[src/rtl/huffman_decoder.sv]
// huffman_decoder: captures a six-symbol Huffman code table and decodes a
// serial bitstream into symbol indices 1..6.
// Latency: one registered cycle from the final code bit to sym_valid.
// Backpressure: none. A bit is consumed in each DECODE cycle with bit_valid=1.
//
// Ports:
//   clk, reset         rising-edge clock; asynchronous active-high reset
//   code_valid         one-cycle pulse that captures HC1..HC6 / M1..M6
//   HC1..HC6, M1..M6   code (LSB first on the wire) and contiguous-ones mask
//   bit_valid, bit_in  serial code bit and its qualifier
//   tbl_ready/tbl_err  table loaded and well-formed / malformed (level)
//   sym_valid/sym_out  one-cycle pulse with the decoded symbol index
//   dec_err            one-cycle pulse: CODE_W bits collected with no match
// Optional macro HUFF_DEC_CNT_EN adds DCNT1..DCNT6, one saturating 8-bit
// counter per decoded symbol. The counters clear on reset and on code_valid.
module huffman_decoder #(
  parameter int CODE_W = 8
) (
  input  logic              clk,
  input  logic              reset,
  input  logic              code_valid,
  input  logic [CODE_W-1:0] HC1,
  input  logic [CODE_W-1:0] HC2,
  input  logic [CODE_W-1:0] HC3,
  input  logic [CODE_W-1:0] HC4,
  input  logic [CODE_W-1:0] HC5,
  input  logic [CODE_W-1:0] HC6,
  input  logic [CODE_W-1:0] M1,
  input  logic [CODE_W-1:0] M2,
  input  logic [CODE_W-1:0] M3,
  input  logic [CODE_W-1:0] M4,
  input  logic [CODE_W-1:0] M5,
  input  logic [CODE_W-1:0] M6,
  input  logic              bit_valid,
  input  logic              bit_in,
  output logic              tbl_ready,
  output logic              tbl_err,
  output logic              sym_valid,
  output logic [2:0]        sym_out,
  output logic              dec_err
`ifdef HUFF_DEC_CNT_EN
  ,
  output logic [7:0]        DCNT1,
  output logic [7:0]        DCNT2,
  output logic [7:0]        DCNT3,
  output logic [7:0]        DCNT4,
  output logic [7:0]        DCNT5,
  output logic [7:0]        DCNT6
`endif
);

  localparam int LW = $clog2(CODE_W + 1);

  typedef enum logic [1:0] {NO_TABLE, DECODE, BAD_TABLE} state_t;

  state_t            r_state;
  logic [CODE_W-1:0] r_hc   [6];
  logic [CODE_W-1:0] r_m    [6];
  logic [LW-1:0]     r_lenk [6];
  logic [CODE_W-1:0] r_acc;
  logic [LW-1:0]     r_len;

  logic [CODE_W-1:0] w_hc_in [6];
  logic [CODE_W-1:0] w_m_in  [6];
  logic [CODE_W-1:0] w_acc_nxt;
  logic [LW-1:0]     w_len_nxt;
  logic              w_len_full;
  logic [5:0]        w_match;
  logic              w_hit;
  logic [2:0]        w_sym;
  logic              w_bad_tbl;
  logic              w_consume;

  assign w_hc_in[0] = HC1;
  assign w_hc_in[1] = HC2;
  assign w_hc_in[2] = HC3;
  assign w_hc_in[3] = HC4;
  assign w_hc_in[4] = HC5;
  assign w_hc_in[5] = HC6;
  assign w_m_in[0]  = M1;
  assign w_m_in[1]  = M2;
  assign w_m_in[2]  = M3;
  assign w_m_in[3]  = M4;
  assign w_m_in[4]  = M5;
  assign w_m_in[5]  = M6;

  function automatic logic [LW-1:0] popcount(input logic [CODE_W-1:0] m);
    logic [LW-1:0] c;
    c = '0;
    for (int i = 0; i < CODE_W; i++) c = c + LW'(m[i]);
    return c;
  endfunction

  // A well-formed mask is 2^n-1: adding one clears every set bit.
  function automatic logic malformed(input logic [CODE_W-1:0] m);
    logic [CODE_W-1:0] m_p1;
    m_p1 = m + 1'b1;
    return (m != '0) && ((m & m_p1) != '0);
  endfunction

  always_comb begin
    w_bad_tbl = 1'b1;
    for (int k = 0; k < 6; k++)
      if (w_m_in[k] != '0) w_bad_tbl = 1'b0;
    for (int k = 0; k < 6; k++)
      if (malformed(w_m_in[k])) w_bad_tbl = 1'b1;
  end

  // The accumulator is zero above r_len, so OR-ing inserts the new bit.
  assign w_acc_nxt  = r_acc | ({{(CODE_W-1){1'b0}}, bit_in} << r_len);
  assign w_len_nxt  = r_len + 1'b1;
  assign w_len_full = (w_len_nxt == LW'(CODE_W));
  // A load in the same cycle drops the bit.
  assign w_consume  = (r_state == DECODE) && bit_valid && !code_valid;

  // The stored mask is contiguous, so masked equality checks exactly lenk bits.
  always_comb begin
    for (int k = 0; k < 6; k++)
      w_match[k] = (r_lenk[k] != '0) && (r_lenk[k] == w_len_nxt) &&
                   ((w_acc_nxt & r_m[k]) == (r_hc[k] & r_m[k]));
  end

  // Scan from the highest index down so the lowest matching index wins.
  always_comb begin
    w_hit = 1'b0;
    w_sym = 3'd0;
    for (int k = 5; k >= 0; k--) begin
      if (w_match[k]) begin
        w_hit = 1'b1;
        w_sym = 3'(k + 1);
      end
    end
  end

  always_ff @(posedge clk or posedge reset) begin
    if (reset) begin
      r_state   <= NO_TABLE;
      r_acc     <= '0;
      r_len     <= '0;
      tbl_ready <= 1'b0;
      tbl_err   <= 1'b0;
      sym_valid <= 1'b0;
      sym_out   <= 3'd0;
      dec_err   <= 1'b0;
      for (int k = 0; k < 6; k++) begin
        r_hc[k]   <= '0;
        r_m[k]    <= '0;
        r_lenk[k] <= '0;
      end
    end else begin
      sym_valid <= 1'b0;
      dec_err   <= 1'b0;
      if (code_valid) begin
        for (int k = 0; k < 6; k++) begin
          r_hc[k]   <= w_hc_in[k];
          r_m[k]    <= w_m_in[k];
          r_lenk[k] <= popcount(w_m_in[k]);
        end
        r_acc     <= '0;
        r_len     <= '0;
        tbl_ready <= !w_bad_tbl;
        tbl_err   <= w_bad_tbl;
        r_state   <= w_bad_tbl ? BAD_TABLE : DECODE;
      end else if (w_consume) begin
        if (w_hit) begin
          sym_valid <= 1'b1;
          sym_out   <= w_sym;
          r_acc     <= '0;
          r_len     <= '0;
        end else if (w_len_full) begin
          dec_err <= 1'b1;
          r_acc   <= '0;
          r_len   <= '0;
        end else begin
          r_acc <= w_acc_nxt;
          r_len <= w_len_nxt;
        end
      end
    end
  end

`ifdef HUFF_DEC_CNT_EN
  logic [7:0] r_cnt [6];

  always_ff @(posedge clk or posedge reset) begin
    if (reset) begin
      for (int k = 0; k < 6; k++) r_cnt[k] <= 8'd0;
    end else if (code_valid) begin
      for (int k = 0; k < 6; k++) r_cnt[k] <= 8'd0;
    end else if (w_consume && w_hit) begin
      for (int k = 0; k < 6; k++)
        if (w_sym == 3'(k + 1) && r_cnt[k] != 8'hFF) r_cnt[k] <= r_cnt[k] + 8'd1;
    end
  end

  assign DCNT1 = r_cnt[0];
  assign DCNT2 = r_cnt[1];
  assign DCNT3 = r_cnt[2];
  assign DCNT4 = r_cnt[3];
  assign DCNT5 = r_cnt[4];
  assign DCNT6 = r_cnt[5];
`endif

endmodule

[config.mk]
export PLATFORM = sky130hd
export DESIGN_NAME = huffman_decoder
export DESIGN_NICKNAME = d
export VERILOG_FILES = /design/src/rtl/huffman_decoder.sv
export SDC_FILE = /design/constraint.sdc
export NUM_CORES = 1
export LEC_CHECK = 0
export CAP_MARGIN = 20
export CORE_ASPECT_RATIO = 0.7
export CORE_MARGIN = 4
export CORE_UTILIZATION = 55
export CTS_CLUSTER_DIAMETER = 60
export DETAILED_ROUTE_END_ITERATION = 12
export HOLD_SLACK_MARGIN = 0.06
export PLACE_DENSITY = 0.79
export SYNTH_ARGS = -nofsm -noshare
export SYNTH_HDL_FRONTEND = slang
export SYNTH_SLANG_ARGS = --single-unit
[constraint.sdc]
create_clock -name clk -period 10.42 [get_ports clk]
set_clock_uncertainty 0.1 [all_clocks]
set_input_delay 2.084 -clock clk [delete_from_list [all_inputs] [get_ports clk]]
set_output_delay 2.084 -clock clk [all_outputs]
set_load 0.03 [all_outputs]
==> out/results.ini, run 1 <==
[clocking]
post_cts_buffers=0
ctsResizeCount=0
clock_latency_ns=0.42
cts-htree-levels=4
cts_root_buf=clkbuf_16
cts_buffers=17
clk_pin_slew_ns=0.06
clock_sinks=139
cts.path.max_buffers=2
holdBufCountCts=0
cts_tree=yes

[die]
placementRows=38
start_util=0.5734
core_sq_um=15830
num_io_pins=108
fp.dieW_um=161.6
die_area_sq_um=18660
fp.dieH_um=115.5

[timing]
min_period_ns=5.328
setup_tns_ns=0
hold_viol=0
drv_slew=0
timing.final.ws_setup_ns=5.092
worst_slew_pin_slew_ns=1.187
fmax_ghz=0.1877
slew_headroom=0.2070
rsz0062_at_grt=no
period_share=0.5113
setup_viol_count_final=0

[placed_design]
dpl.hpwl_um=18170
port_buffers=107
place.gp.congestion=0.9950
dp_cells=1196
pre_cts_slack_ns=4.725

[layout]
drive_gt1_frac=0.1559
area_delta_synth_final_pct=20.04
antenna_cells=0
utilization=0.6883
instances_no_fill=1227
fillers=1232
fin_nets=1158

[pwr]
total_power_w=0.001719
power_leakage_nw=4.598
power_density_nw_per_um2=157.8
ir_worst_vdd_v=0.0001052

[worst_setup_path]
start_kind=input port
crit_chain=clkdlybuf4s50_1, and3b_1, a21oi_1, a311oi_1, nand4_1, a2111oi_2, nor2_1, and4_4, nor3_4, mux2_1
crit_fanout=15
criticalPathCategory=input port to flip-flop
critical_path.slowest_cell=and3b_1
critPathBufInv=1
required_ns=10.62
end_kind=flip-flop
critical-path-max-stage-delay_ns=0.66
cp.arrival_ns=5.53
cp_top_family=simple AND/OR/NAND/NOR gates

[drt]
wl_um=25050
antenna_left=0
viasPerCell=6.130
vias=7521
routedWlPerCell_um=20.42
drc=0
drtIter0Drc=963
first_pass_iters=7

[global_route]
grt_pass1_vias=7099
overflow=0
grt_pass1_wl_um=39490
globalRouteTotalUtil=0.2709
grt_start_max_net_pins=90
antenna_found_initial=0

[synthesis]
synth_area_leaders=dfrtp_1 38%, mux2_2 13%, fa_1 5.3%
async_flop_share=1.000
synth_top_cell_by_area=dfrtp_1
syn-num-nets=1064
syn_inst=902
synth_top_area_share=0.3831
syn_area_per_cell_sq_um=10.07
syn_area_sq_um=9079
synth_cell_types=78
ys_seq_area_frac=0.3831
ys_ff_latch=139
synth_ff_type=dfrtp_1
synth_edf_count=0
yosysWarnings=0

[outcome]
status=finished clean

[hold_path]
hp-class=flip-flop to flip-flop

[flow_run]
maxCapViolCount=0

cells by family (layout without fill, tap and decap cells):
group | after synthesis | count (layout) | synth area share
buf+inv | 136 | 241 | 0.06505
simple gates | 249 | 249 | 0.1520
xor+xnor | 37 | 37 | 0.03859
flops | 139 | 139 | 0.3831
fa+ha+maj | 61 | 61 | 0.1039
mux | 106 | 106 | 0.1311
compound gates | 174 | 174 | 0.1262
path summary, 6_finish.rpt:
path	startpoint	endpoint	slack, ns	cells past startpoint
setup reg to reg	r_len[0]	sym_out[0]	6.27	10
max in group asynchronous	reset	r_hc[41]	7.20	4
setup / recovery	bit_in	sym_out[0]	5.09	10
hold reg to reg	sym_out[0]	sym_out[0]	0.41	1
hold / removal	sym_out[0]	sym_out[0]	0.41	1
min in group asynchronous	reset	r_hc[28]	1.96	2
cell type report:
cell class | instances | area [sq um] | share of cell area
clock buffer | 19 | 432.9 | 0.03972
clock inverter | 11 | 195.2 | 0.01791
inverter | 98 | 372.9 | 0.03421
multi-input combinational | 627 | 5010 | 0.4597
sequential | 139 | 3478 | 0.3192
tap | 220 | 275.3 | 0.02526
timing repair buffer | 113 | 1134 | 0.1040
stage by stage:
step                hold WS, ns  area (sq um)
global route             0.4381         10900
finish                   0.4129         10900
floorplan                0.3811          9079
global placement         0.3964         10240
detailed placement       0.4010         10240
CTS                      0.4136         10870
where the power goes:
group | internal, W | total (W) | switching [W]
combinational | 0.000198 | 0.000371 | 0.000173
sequential | 0.000611 | 0.000689 | 0.0000780
clock | 0.000423 | 0.000659 | 0.000236
total | 0.00123 | 0.00172 | 0.000487
flip-flops by register name, summed over array words and instances, names as in the netlist:
| signal | count |
|---|---|
| r_len | 4 |
| r_state | 1 |
| r_lenk | 24 |
| r_hc | 48 |
| r_m | 48 |
| r_acc | 8 |
| sym_valid | 1 |
| dec_err | 1 |
| tbl_err | 1 |
| sym_out | 3 |
layout by cell type (no fill, tap or decap), types with 25 or more instances in the layout:
master / netlist / layout
dfrtp_1: 139 / 139
clkdlybuf4s50_1: 0 / 106
mux2_2: 102 / 102
inv_1: 97 / 96
nand2_1: 55 / 55
a21oi_1: 41 / 41
o21ai_0: 39 / 39
nor2_1: 38 / 38
ha_1: 37 / 37
xnor2_1: 27 / 27
nor3_1: 25 / 25
routing by layer:
layer | up-vias | share of wire | GRT usage
li1 | 3389 | - | -
met1 | 3639 | 0.45 | 0.4093
met2 | 428 | 0.42 | 0.3941
met3 | 65 | 0.11 | 0.06683
met4 | 0 | 0.022 | 0.06875
met5 | - | 0 | 0
Yosys cell counts, types with 10 or more instances:
cell	n
xnor2_1	27
nand3_1	22
nand3b_1	21
and3_1	10
nand4_1	13
o21ai_0	39
nand2_1	55
a21oi_1	41
fa_1	24
a31oi_1	16
mux2_2	102
dfrtp_1	139
nand2b_1	10
nor2_1	38
clkbuf_1	21
nor3_1	25
inv_1	97
o22ai_1	14
ha_1	37
nor2b_1	15
No activity file was read; power rests on OpenSTA's default activity.
==> inputs of run 2 (changes only) <==
--- a/config.mk
+++ b/config.mk
@@ -8,11 +8,11 @@
 export CAP_MARGIN = 20
 export CORE_ASPECT_RATIO = 0.7
 export CORE_MARGIN = 4
-export CORE_UTILIZATION = 55
+export CORE_UTILIZATION = 52
 export CTS_CLUSTER_DIAMETER = 60
 export DETAILED_ROUTE_END_ITERATION = 12
 export HOLD_SLACK_MARGIN = 0.06
-export PLACE_DENSITY = 0.79
+export PLACE_DENSITY = 0.78
 export SYNTH_ARGS = -nofsm -noshare
 export SYNTH_HDL_FRONTEND = slang
 export SYNTH_SLANG_ARGS = --single-unit
==> constraint.sdc (replaced) <==
create_clock -name clk -period 4.4 [get_ports clk]
set_clock_uncertainty 0.1 [all_clocks]
set_input_delay 0.88 -clock clk [delete_from_list [all_inputs] [get_ports clk]]
set_output_delay 0.88 -clock clk [all_outputs]
set_load 0.03 [all_outputs]
==> out/results.ini, run 2 (synthesized netlist as in run 1, its figures left out) <==
[outcome]
status=finished clean  ; unchanged

[die]
num_io_pins=108  ; unchanged
fp.dieW_um=165.9  ; was 161.6 um
start_util=0.5289  ; was 0.5734
core_sq_um=17170  ; was 15830 sq um
placementRows=40  ; was 38
fp.dieH_um=118.6  ; was 115.5 um
die_area_sq_um=19670  ; was 18660 sq um

[worst_setup_path]
required_ns=4.61  ; was 10.62 ns
end_kind=flip-flop  ; unchanged
crit_fanout=5  ; was 15
cp.arrival_ns=4.02  ; was 5.53 ns
r2r_cells=10  ; unchanged
criticalPathCategory=input port to flip-flop  ; unchanged
start_kind=input port  ; unchanged

[placed_design]
pre_cts_slack_ns=0.1617  ; was 4.725 ns
dpl.hpwl_um=18370  ; was 18170 um
place.gp.congestion=0.9601  ; was 0.9950
port_buffers=107  ; unchanged

[timing]
drv_slew=0  ; unchanged
period_share=0.8641
slew_headroom=0.4492  ; was 0.2070
setup_viol_count_final=0  ; unchanged
min_period_ns=3.802
rsz0062_at_grt=no  ; unchanged
worst_slew_pin_slew_ns=0.8262  ; was 1.187 ns
fmax_ghz=0.2630
setup_tns_ns=0  ; unchanged
timing.final.ws_setup_ns=0.5978  ; was 5.092 ns
hold_slack_ns=0.4089  ; was 0.4129 ns
hold_viol=0  ; unchanged

[pwr]
total_power_w=0.003996  ; was 0.001719 W
power_density_nw_per_um2=360.6  ; was 157.8 nW/um^2
ir_worst_vdd_v=0.0003319  ; was 0.0001052 V
seqPwrFrac=0.405  ; was 0.401
pwr-share-clk=0.372  ; was 0.383
power_leakage_nw=4.699  ; was 4.598 nW
internal_power_w=0.002855  ; was 0.001232 W
switchingPower_w=0.001140  ; was 0.0004872 W
share_comb_of_total_power=0.223  ; was 0.216
sw_frac_of_total=0.2854  ; was 0.2834

[layout]
layout_common_cells=139 x dfrtp_1, 106 x clkdlybuf4s50_1, 102 x mux2_2  ; unchanged
reg_top3=r_hc x48, r_m x48, r_lenk x24  ; unchanged
drive_gt1_frac=0.1799  ; was 0.1559
fin_nets=1184  ; was 1158
antenna_cells=0  ; unchanged
utilization=0.6455  ; was 0.6883
area_delta_synth_final_pct=22.05  ; was 20.04%
final_common_cell=dfrtp_1  ; unchanged

[clocking]
cts-htree-levels=4  ; unchanged
post_cts_buffers=0  ; unchanged
ctsResizeCount=0  ; unchanged
cts.path.max_buffers=2  ; unchanged
cts_buffers=17  ; unchanged
clk_pin_slew_ns=0.06  ; about the same
clock_sinks=139  ; unchanged
cts_tree=yes  ; unchanged
clock_latency_ns=0.43  ; was 0.42 ns
holdBufCountCts=0  ; unchanged
cts_root_buf=clkbuf_16  ; unchanged

[drt]
vias=7426  ; was 7521
viasPerCell=5.870  ; was 6.130
first_pass_iters=5  ; was 7
routedWlPerCell_um=19.64  ; was 20.42 um
drtIter0Drc=850  ; was 963
antenna_left=0  ; unchanged
drc=0  ; unchanged
wl_um=24840  ; was 25050 um

[flow_run]
maxCapViolCount=0  ; unchanged

[hold_path]
min_path_cells=1  ; unchanged
hp-class=flip-flop to flip-flop  ; unchanged

[global_route]
overflow=0  ; unchanged
antenna_found_initial=0  ; unchanged
grt_start_max_net_pins=119  ; was 90
globalRouteTotalUtil=0.2568  ; was 0.2709
grt_pass1_vias=7156  ; was 7099
grt_pass1_wl_um=39990  ; was 39490 um

## run 2: final timing paths
path	slack [ns]	start	endpoint
max	0.60	M3[0]	r_lenk[14]
min	0.41	r_m[46]	r_m[46]
max reg2reg	0.66	r_len[1]	sym_out[0]
min reg2reg	0.41	r_m[46]	r_m[46]
max in group asynchronous	2.48	reset	r_lenk[8]
min in group asynchronous	0.74	reset	r_m[35]
## run 2: layer usage
layer | global-route usage | vias up | part of all wire
met1 | 0.3864 | 3579 | 0.46
met4 | 0.07470 | 0 | 0.017
li1 | - | 3436 | -
met2 | 0.3619 | 364 | 0.42
met5 | 0 | - | 0
met3 | 0.07021 | 47 | 0.10
## run 2: power groups by stage
stage | registers, W | logic, W | clock network [W]
2_1_floorplan | 0.00158 | 0.000631 | 0
3_3_place_gp | 0.00163 | 0.000858 | 0
3_5_place_dp | 0.00163 | 0.000885 | 0
4_1_cts | 0.00161 | 0.000895 | 0.00151
5_1_grt | 0.00164 | 0.00101 | 0.00157
6_report | 0.00162 | 0.000892 | 0.00149
## run 2: cell type report
type	count	area, sq um
clock buffers	20	466.7
clock inverters	11	143.9
fillers	1363	6086
inverters	98	371.6
multi-input cells	627	5010
flip-flops and latches	139	3478
well taps	231	289.0
repair buffers	139	1321
## run 2: per-stage QoR
| step | area [sq um] | instances |
|---|---|---|
| 5_1_grt | 11080 | 1265 |
| 4_1_cts | 11080 | 1265 |
| 6_report | 11080 | 1265 |
| 3_5_place_dp | 10470 | 1234 |
| 3_3_place_gp | 10470 | 1234 |
| 2_1_floorplan | 9082 | 902 |
## run 2: worst max-delay path: stages
cell	delay (ns)
clkdlybuf4s50_1	0.52
fa_1	0.58
inv_1	0.05
fa_1	0.49
fa_1	0.41
inv_1	0.07
ha_1	0.17
inv_1	0.07
fa_1	0.38
xnor2_1	0.13
mux2_2	0.27
==> inputs of run 3 (changes only) <==
--- a/config.mk
+++ b/config.mk
@@ -7,12 +7,13 @@
 export LEC_CHECK = 0
 export CAP_MARGIN = 20
 export CORE_ASPECT_RATIO = 0.7
-export CORE_MARGIN = 4
+export CORE_MARGIN = 8
 export CORE_UTILIZATION = 52
 export CTS_CLUSTER_DIAMETER = 60
 export DETAILED_ROUTE_END_ITERATION = 12
 export HOLD_SLACK_MARGIN = 0.06
 export PLACE_DENSITY = 0.78
+export SETUP_SLACK_MARGIN = 0.4
 export SYNTH_ARGS = -nofsm -noshare
 export SYNTH_HDL_FRONTEND = slang
 export SYNTH_SLANG_ARGS = --single-unit
==> out/results.ini, run 3 (synthesized netlist as in run 1, its figures left out) <==
[global_route]
grt_pass1_wl_um=41640  ; was 39990 um
grt_use_met2=0.3607  ; was 0.3619
gr-usage-met1=0.3235  ; was 0.3864
grt_use_met3=0.06402  ; was 0.07021
grt_start_max_net_pins=69  ; was 119
antenna_found_initial=0  ; unchanged
overflow=0  ; unchanged
globalRouteTotalUtil=0.2366  ; was 0.2568
grt_pass1_vias=7598  ; was 7156
busiest_layer=met2  ; was met1

[die]
num_io_pins=108  ; unchanged
core_sq_um=17120  ; was 17170 sq um
die_area_sq_um=22010  ; was 19670 sq um
start_util=0.5304  ; was 0.5289
fp.dieW_um=173.9  ; was 165.9 um
placementRows=40  ; unchanged
fp.dieH_um=126.6  ; was 118.6 um

[drt]
wl_um=25720  ; was 24840 um
viasPerCell=6.000  ; was 5.870
first_pass_iters=5  ; unchanged
drtIter0Drc=818  ; was 850
antenna_left=0  ; unchanged
drc=0  ; unchanged
routedWlPerCell_um=20.46  ; was 19.64 um
vias=7542  ; was 7426

[clocking]
ctsResizeCount=0  ; unchanged
clock_latency_ns=0.43  ; about the same
cts.path.max_buffers=2  ; unchanged
post_cts_buffers=0  ; unchanged
cts_tree=yes  ; unchanged
holdBufCountCts=0  ; unchanged
clk_pin_slew_ns=0.06  ; about the same
cts_buffers=17  ; unchanged
cts-htree-levels=4  ; unchanged
clock_sinks=139  ; unchanged
cts_root_buf=clkbuf_16  ; unchanged

[timing]
setup_tns_ns=0  ; unchanged
fmax_ghz=0.2623  ; was 0.2630 GHz
worst_slew_pin_slew_ns=0.8137  ; was 0.8262 ns
hold_viol=0  ; unchanged
slew_headroom=0.4435  ; was 0.4492
min_period_ns=3.813  ; was 3.802 ns
drv_slew=0  ; unchanged
rsz0062_at_grt=no  ; unchanged
period_share=0.8665  ; was 0.8641
setup_viol_count_final=0  ; unchanged

[pwr]
pwr-share-clk=0.372  ; about the same
power_density_nw_per_um2=362.8  ; was 360.6 nW/um^2
ir_worst_vdd_v=0.0001791  ; was 0.0003319 V
sw_frac_of_total=0.2918  ; was 0.2854
internal_power_w=0.002832  ; was 0.002855 W
power_leakage_nw=4.668  ; was 4.699 nW
share_comb_of_total_power=0.223  ; about the same
switchingPower_w=0.001167  ; was 0.001140 W
seqPwrFrac=0.406  ; was 0.405

[worst_setup_path]
cp_top_family=simple AND/OR/NAND/NOR gates  ; was adder cells
regToRegEndpoint=sym_out[0]  ; unchanged
critical_path.slowest_cell=and3b_1  ; was fa_1
r2r-start=r_len[0]  ; was r_len[1]
cp.arrival_ns=4.02  ; about the same
criticalPathCategory=input port to flip-flop  ; unchanged
end_kind=flip-flop  ; unchanged
cp.depth=10  ; was 11
start_kind=input port  ; unchanged
critical-path-max-stage-delay_ns=0.65  ; was 0.58 ns
reg2reg_slack_ns=0.67  ; was 0.66 ns
required_ns=4.61  ; about the same
r2r_cells=11  ; was 10
crit_fanout=15  ; was 5
critPathBufInv=1  ; was 4
crit_chain=clkdlybuf4s50_1, and3b_1, a21oi_1, a311oi_1, nand4_1, a2111oi_2, nor2_1, and4_4, nor3_4, mux2_1  ; was clkdlybuf4s50_1, fa_1, inv_1, fa_1, fa_1, inv_1, ha_1, inv_1, fa_1, xnor2_1, mux2_2

[layout]
reg_top3=r_hc x48, r_m x48, r_lenk x24  ; unchanged
fin_nets=1175  ; was 1184
final_area_sq_um=11020  ; was 11080 sq um
drive_gt1_frac=0.1725  ; was 0.1799
fillers=1409  ; was 1363
antenna_cells=0  ; unchanged
layout_common_cells=139 x dfrtp_1, 106 x clkdlybuf4s50_1, 102 x mux2_2  ; unchanged
utilization=0.6439  ; was 0.6455
final_common_cell=dfrtp_1  ; unchanged
area_delta_synth_final_pct=21.40  ; was 22.05%

[outcome]
status=finished clean  ; unchanged

[placed_design]
port_buffers=107  ; unchanged
placed_cell_area_sq_um=10420  ; was 10470 sq um
place.gp.congestion=0.9706  ; was 0.9601
dpl.hpwl_um=19050  ; was 18370 um

[hold_path]
min_from=tbl_err  ; was r_m[46]
min_to=tbl_err  ; was r_m[46]
min_path_cells=1  ; unchanged
hp-class=flip-flop to flip-flop  ; unchanged

[flow_run]
maxCapViolCount=0  ; unchanged

-- run 3: cell count changes in the layout (fill, tap and decap cells not counted), sizes merged --
cell | before | now
clkinv | 5 | 6
inv | 96 | 99
clkinvlp | 5 | 3
buf | 33 | 24
clkbuf | 20 | 19
-- run 3: worst max path at each step --
stage | slack (ns) | startpoint | to
floorplan | 0.87 | M4[0] | r_lenk[10]
global placement | 0.23 | M5[0] | r_lenk[6]
detailed placement | 0.15 | M5[0] | r_lenk[6]
CTS | 0.59 | M5[0] | r_lenk[6]
global route | 0.41 | bit_in | sym_out[0]
finish | 0.59 | bit_in | sym_out[0]
-- run 3: per-stage QoR --
stage | setup WS (ns) | std cells | total power (W) | hold slack (ns)
after floorplan | 0.8676 | 902 | 0.002206 | 0.3811
after global placement | 0.2327 | 1225 | 0.002485 | 0.3952
after detailed placement | 0.1529 | 1225 | 0.002515 | 0.4022
after CTS | 0.5889 | 1257 | 0.004009 | 0.4156
after global routing | 0.4066 | 1257 | 0.004199 | 0.4353
final | 0.5874 | 1257 | 0.003999 | 0.4140
-- run 3: layout make-up --
class	count	area, sq um	area share
Clock buffer	19	442.9	0.04019
Clock inverter	13	163.9	0.01487
Inverter	98	371.6	0.03372
Multi-Input combinational cell	627	5010	0.4545
Sequential cell	139	3478	0.3156
Tap cell	231	289.0	0.02622
Timing Repair Buffer	130	1266	0.1149
-- run 3: power by group through the flow --
stage / Clock, W / Combinational, W / Sequential (W)
5_1_grt: 0.00154 / 0.00101 / 0.00164
3_5_place_dp: 0 / 0.000876 / 0.00164
3_3_place_gp: 0 / 0.000850 / 0.00163
6_report: 0.00149 / 0.000891 / 0.00162
4_1_cts: 0.00150 / 0.000891 / 0.00162
2_1_floorplan: 0 / 0.000631 / 0.00158
-- run 3: worst reg2reg max path, cell delays in order, from the launching register on --
cell	delay (ns)
dfrtp_1	0.61
buf_4	0.25
nor2b_1	0.55
buf_4	0.28
o22a_1	0.15
o211ai_1	0.07
nor4b_1	0.38
and4_1	0.35
nor2_1	0.11
and4_4	0.28
nor3_4	0.15
mux2_1	0.33
-- run 3: metal layers --
metal / up-vias / routed length [um]
li1: 3431 / -
met1: 3685 / 11220
met2: 373 / 11230
met3: 53 / 2692
met4: 0 / 575
met5: - / 0
